File: src/rtl/periph_bus_pkg.sv
// Shared types and constants for the peripheral bus controller slice.
package periph_bus_pkg;

    typedef enum logic [1:0] {
        IDLE   = 2'd0,
        ACCESS = 2'd1,
        RESP   = 2'd2
    } bus_state_t;

    localparam int unsigned DEV_IDX_W = 4;
    localparam int unsigned ADDR_W    = 32;
    localparam int unsigned DATA_W    = 32;

    // Width of the page index left after stripping the in-page offset.
    function automatic int unsigned page_idx_w(input int unsigned page_bits);
        return ADDR_W - page_bits;
    endfunction

endpackage

File: src/rtl/periph_addr_decoder.sv
// Combinational page decoder: maps a core byte address onto a device slot index.
module periph_addr_decoder
    import periph_bus_pkg::*;
#(
    parameter logic [31:0] BASE_ADDRESS = 32'h0000_1000,
    parameter int unsigned PAGE_BITS    = 12,
    parameter int unsigned NUM_DEVICES  = 4
) (
    input  logic [31:0]          core_address,
    output logic                 mapped,
    output logic [DEV_IDX_W-1:0] dev_idx
);

    localparam int unsigned PIW = page_idx_w(PAGE_BITS);

    logic [31:0]    offset;
    logic [PIW-1:0] page;
    logic           above_base;

    always_comb begin
        offset     = core_address - BASE_ADDRESS;
        page       = PIW'(offset >> PAGE_BITS);
        // A wrapped subtraction would alias into low pages, so gate it explicitly.
        above_base = (core_address >= BASE_ADDRESS);
        mapped     = above_base && (32'(page) < NUM_DEVICES);
        dev_idx    = mapped ? page[DEV_IDX_W-1:0] : '0;
    end

endmodule

File: src/rtl/periph_bus_ctrl.sv
// Peripheral bus controller: decodes core accesses into held one-hot device strobes.
// Optional BUS_TIMEOUT_EN bounds each device access to TIMEOUT_CYCLES cycles.
module periph_bus_ctrl
    import periph_bus_pkg::*;
#(
    parameter logic [31:0] BASE_ADDRESS   = 32'h0000_1000,
    parameter int unsigned PAGE_BITS      = 12,
    parameter int unsigned NUM_DEVICES    = 4,
    parameter int unsigned TIMEOUT_CYCLES = 16
) (
    input  logic                      clk,
    input  logic                      rst,
    input  logic                      core_read,
    input  logic                      core_write,
    input  logic [31:0]               core_address,
    input  logic [31:0]               core_write_data,
    output logic [31:0]               core_read_data,
    output logic                      core_ack,
    output logic                      core_err,
    output logic [NUM_DEVICES-1:0]    dev_read,
    output logic [NUM_DEVICES-1:0]    dev_write,
    output logic [31:0]               dev_address,
    output logic [31:0]               dev_write_data,
    input  logic [32*NUM_DEVICES-1:0] dev_read_data,
    input  logic [NUM_DEVICES-1:0]    dev_response
);

    if (NUM_DEVICES < 1 || NUM_DEVICES > 16 || TIMEOUT_CYCLES < 1) begin : g_param_check
        $error("periph_bus_ctrl: unsupported NUM_DEVICES or TIMEOUT_CYCLES");
    end

    bus_state_t             state_q;
    logic [NUM_DEVICES-1:0] dev_read_q;
    logic [NUM_DEVICES-1:0] dev_write_q;
    logic [31:0]            addr_q;
    logic [31:0]            wdata_q;
    logic [31:0]            rdata_q;
    logic [DEV_IDX_W-1:0]   idx_q;
    logic                   write_q;
    logic                   ack_q;
    logic                   err_q;

    logic                   dec_mapped;
    logic [DEV_IDX_W-1:0]   dec_idx;
    logic [NUM_DEVICES-1:0] dec_oh;
    logic                   sel_resp;
    logic [31:0]            sel_rdata;

`ifdef BUS_TIMEOUT_EN
    localparam int unsigned TO_W = $clog2(TIMEOUT_CYCLES + 1);
    logic [TO_W-1:0] to_cnt_q;
`endif

    periph_addr_decoder #(
        .BASE_ADDRESS (BASE_ADDRESS),
        .PAGE_BITS    (PAGE_BITS),
        .NUM_DEVICES  (NUM_DEVICES)
    ) u_decoder (
        .core_address (core_address),
        .mapped       (dec_mapped),
        .dev_idx      (dec_idx)
    );

    // Only the latched slot's response and data are observed.
    always_comb begin
        dec_oh    = '0;
        sel_resp  = 1'b0;
        sel_rdata = '0;
        for (int unsigned i = 0; i < NUM_DEVICES; i++) begin
            dec_oh[i] = (dec_idx == DEV_IDX_W'(i));
            if (idx_q == DEV_IDX_W'(i)) begin
                sel_resp  = dev_response[i];
                sel_rdata = dev_read_data[32*i +: 32];
            end
        end
    end

    always_ff @(posedge clk) begin
        if (rst) begin
            state_q     <= IDLE;
            dev_read_q  <= '0;
            dev_write_q <= '0;
            addr_q      <= '0;
            wdata_q     <= '0;
            rdata_q     <= '0;
            idx_q       <= '0;
            write_q     <= 1'b0;
            ack_q       <= 1'b0;
            err_q       <= 1'b0;
`ifdef BUS_TIMEOUT_EN
            to_cnt_q    <= '0;
`endif
        end else begin
            ack_q   <= 1'b0;
            err_q   <= 1'b0;
            rdata_q <= '0;
            case (state_q)
                IDLE: begin
                    if (core_read && core_write) begin
                        state_q <= RESP;
                        ack_q   <= 1'b1;
                        err_q   <= 1'b1;
                    end else if (core_read || core_write) begin
                        addr_q  <= core_address;
                        wdata_q <= core_write_data;
                        write_q <= core_write;
                        idx_q   <= dec_idx;
                        if (dec_mapped) begin
                            state_q     <= ACCESS;
                            dev_read_q  <= core_read  ? dec_oh : '0;
                            dev_write_q <= core_write ? dec_oh : '0;
`ifdef BUS_TIMEOUT_EN
                            to_cnt_q    <= '0;
`endif
                        end else begin
                            state_q <= RESP;
                            ack_q   <= 1'b1;
                            err_q   <= 1'b1;
                        end
                    end
                end
                ACCESS: begin
                    if (sel_resp) begin
                        state_q     <= RESP;
                        ack_q       <= 1'b1;
                        rdata_q     <= write_q ? '0 : sel_rdata;
                        dev_read_q  <= '0;
                        dev_write_q <= '0;
                    end
`ifdef BUS_TIMEOUT_EN
                    // Response is checked first so a reply on the final cycle still succeeds.
                    else if (to_cnt_q == TO_W'(TIMEOUT_CYCLES - 1)) begin
                        state_q     <= RESP;
                        ack_q       <= 1'b1;
                        err_q       <= 1'b1;
                        dev_read_q  <= '0;
                        dev_write_q <= '0;
                    end else begin
                        to_cnt_q <= to_cnt_q + 1'b1;
                    end
`endif
                end
                RESP: begin
                    state_q <= IDLE;
                end
                default: begin
                    state_q <= IDLE;
                end
            endcase
        end
    end

    assign core_read_data = rdata_q;
    assign core_ack       = ack_q;
    assign core_err       = err_q;
    assign dev_read       = dev_read_q;
    assign dev_write      = dev_write_q;
    assign dev_address    = addr_q;
    assign dev_write_data = wdata_q;

endmodule

File: config.mk
export PLATFORM = sky130hd
export DESIGN_NAME = periph_bus_ctrl
export DESIGN_NICKNAME = d
export VERILOG_FILES = /design/src/rtl/periph_bus_pkg.sv /design/src/rtl/periph_addr_decoder.sv /design/src/rtl/periph_bus_ctrl.sv
export SDC_FILE = /design/constraint.sdc
export NUM_CORES = 1
export LEC_CHECK = 0
export BUFFER_PORTS_ARGS = -buffer_cell sky130_fd_sc_hd__buf_2
export CAP_MARGIN = 5
export CORE_MARGIN = 8
export CORE_UTILIZATION = 30
export DETAILED_ROUTE_END_ITERATION = 6
export PLACE_DENSITY = 0.62
export SLEW_MARGIN = 20
export SYNTH_ARGS = -nofsm -noshare
export SYNTH_HDL_FRONTEND = slang
export SYNTH_HIERARCHICAL = 1
export SYNTH_SLANG_ARGS = --single-unit
File: constraint.sdc
create_clock -name clk -period 3.7 [get_ports clk]
set_clock_uncertainty 0.2 [all_clocks]
set_input_delay 1.11 -clock clk [delete_from_list [all_inputs] [get_ports clk]]
set_output_delay 1.11 -clock clk [all_outputs]
set_load 0.05 [all_outputs]
==> results.ini <==
[cells_and_area]
final_nets=1120
drive_above_1_share=0.392
final_cells=1144
final_core_util=0.454
final_common_cell=buf_2
syn2layout_area_growth_pct=48.8
diodes=0
final_cell_mix=buf_2 (305), nand2_1 (206), dfxtp_1 (113)
final_cell_area_sq_um=7150

[sta]
slew_headroom=0.556
hold_viol_final=0
fin_hold_ws_ns=0.249
finalCriticalPeriod_ns=3.29
rsz0062_at_grt=no
worst_slew_pin_slew_ns=0.663
period_share=0.889
setup_violations=0
max_freq_mhz=304
slew_violations=0
finalSetupTns_ns=0
layout_setup_ws_ns=0.409

[placed_design]
dp.cells=1113
dpl_cell_area_sq_um=6610
dp.final_hpwl_um=14100
port_buffers=305
place_ws_ns=-0.00513
place_congestion=0.881

[die]
ioPinCount=306
fp.dieW_um=143
die_area_sq_um=20300
fp-row-count=46
start_util=0.305
fp.dieH_um=143
fp.coreArea_sq_um=15800

[grt]
grt_max_degree=67
grt.overflow.total=0
antenna_found_initial=1
grt_pass1_wl_um=28500
grt_pass1_vias=5523
track_usage=0.178

[setup_path]
crit_path_end_kind=flip-flop
arrival_ns=3.39
worst_ep_required_time_ns=3.80
worstSetupPathType=input pin to flip-flop
crit_top_cell=buf_4
slowest_delay_ns=0.39
crit_slowest_cell=or4_1
critPathLaunchType=input pin
cp_cell_sequence=buf_2, inv_1, ha_1, xor2_1, or4_1, nor4_1, o211ai_1, nor2_1, nand2b_1, nor4_2, buf_4, nor3_4, buf_4, o2bb2ai_1
critPathMaxFanout=6

[route]
wl_per_cell_um=16.3
dr.pass1.iters=4
vias_per_cell=4.70
drc=0
dr_total_vias=5381
first_iter_violations=240
wirelength_um=18700
ant_nets=0

[logic_synthesis]
netlist_instances=617
yosysSeqAreaShare=0.470
synthArstFlopShare=0
synth_cell_types=43
yosys_warnings=6
ys_ff_latch=113
syn_area_sq_um=4810
synth.avg_cell_area_sq_um=7.79
synth_edf_count=0
ys.flop_type=dfxtp_1

[power]
total_power_mw=3.43
power.density_nw_per_um2=479
power.leakage_nw=3.29
vdd_ir_drop_max_uv=291

[clocking]
cts_sinks=113
clk_path_buf_depth=2
cts-root-buf=clkbuf_16
clk_latency_ns=0.41
hold_buffers=0
clk_pin_slew_ns=0.05
h-tree-depth=4
cts_resized=0
cts_tree=yes
cts_setup_buffers=0
numCtsBuffers=17

[job]
maxCapViolCount=0

[worst_hold_path]
min_path_type=flip-flop to flip-flop

[status]
status=complete, no violations

## cells by family (layout without fill, tap and decap cells)
logic type | count (synthesis) | after routing | share of synthesized area
AO/OA/AOI/OAI | 182 | 182 | 0.226
buffers and inverters | 52 | 362 | 0.0468
XOR/XNOR | 3 | 3 | 0.00547
adder cells (fa/ha/maj) | 4 | 4 | 0.0104
flip-flops | 113 | 113 | 0.470
other | 1 | 2 | 0.000780
AND/OR/NAND/NOR | 260 | 260 | 0.230
multiplexers | 2 | 2 | 0.0101
## power breakdown
group | leakage [nW] | internal, mW | switching, mW
clock | 0.262 | 0.951 | 0.563
combinational | 2.11 | 0.204 | 0.407
sequential | 0.921 | 1.28 | 0.0282
total | 3.29 | 2.43 | 0.998
## worst paths after layout
kind | startpoint | end | slack (ns) | cells after the start
setup reg to reg | idx_q[1] | core_read_data[14] | 1.55 | 3
hold reg to reg | dev_write_data[21] | dev_write_data[21] | 0.25 | 2
setup / recovery | core_address[12] | dev_read[0] | 0.41 | 14
hold / removal | dev_write_data[21] | dev_write_data[21] | 0.25 | 2
## cell usage after synthesis (3+ instances only)
cell,number,area [sq um]
nor4_1,5,31.3
inv_1,5,18.8
nor2_1,13,48.8
xor2_1,3,26.3
buf_1,3,11.3
o21ai_0,32,160
nand3_1,4,20.0
buf_2,12,60.1
nor3_1,7,35.0
o2bb2ai_1,38,333
clkbuf_1,29,109
a21oi_1,101,505
nor4b_1,3,26.3
nor2b_1,3,18.8
nand2b_1,4,25.0
ha_1,4,50.1
nand2_1,208,781
dfxtp_1,113,2260
## registers in the layout (all words and copies together) (netlist names)
name and flops:
core_ack 1, dev_write 4, dev_write_data 32, write_q 1, dev_address 32, dev_read 4
state_q 2, core_read_data 32, core_err 1, idx_q 4
## per-layer routing
layer,up-vias,track usage,wire [um]
li1,2709,-,-
met3,37,0.0852,2010
met1,2404,0.188,7400
met4,2,0.0615,350
met2,229,0.305,8900
met5,-,0,8
## area by class of cell
cell class | instances | area [sq um]
clock buffer | 22 | 464
clock inverter | 9 | 85.1
fill | 1682 | 8620
inverter | 5 | 18.8
multi-input combinational | 453 | 2340
sequential | 113 | 2260
tap | 216 | 270
timing repair buffer | 326 | 1710
## critical path: cells and delay by family
family,cells,cell delay [ns]
and+or+nand+nor,6,1.16
buffers and inverters,4,0.47
AOI/OAI and AO/OA,2,0.29
adders and majority gates,1,0.22
xor gates and xnor gates,1,0.14
Power figures use the tool's default switching activity.
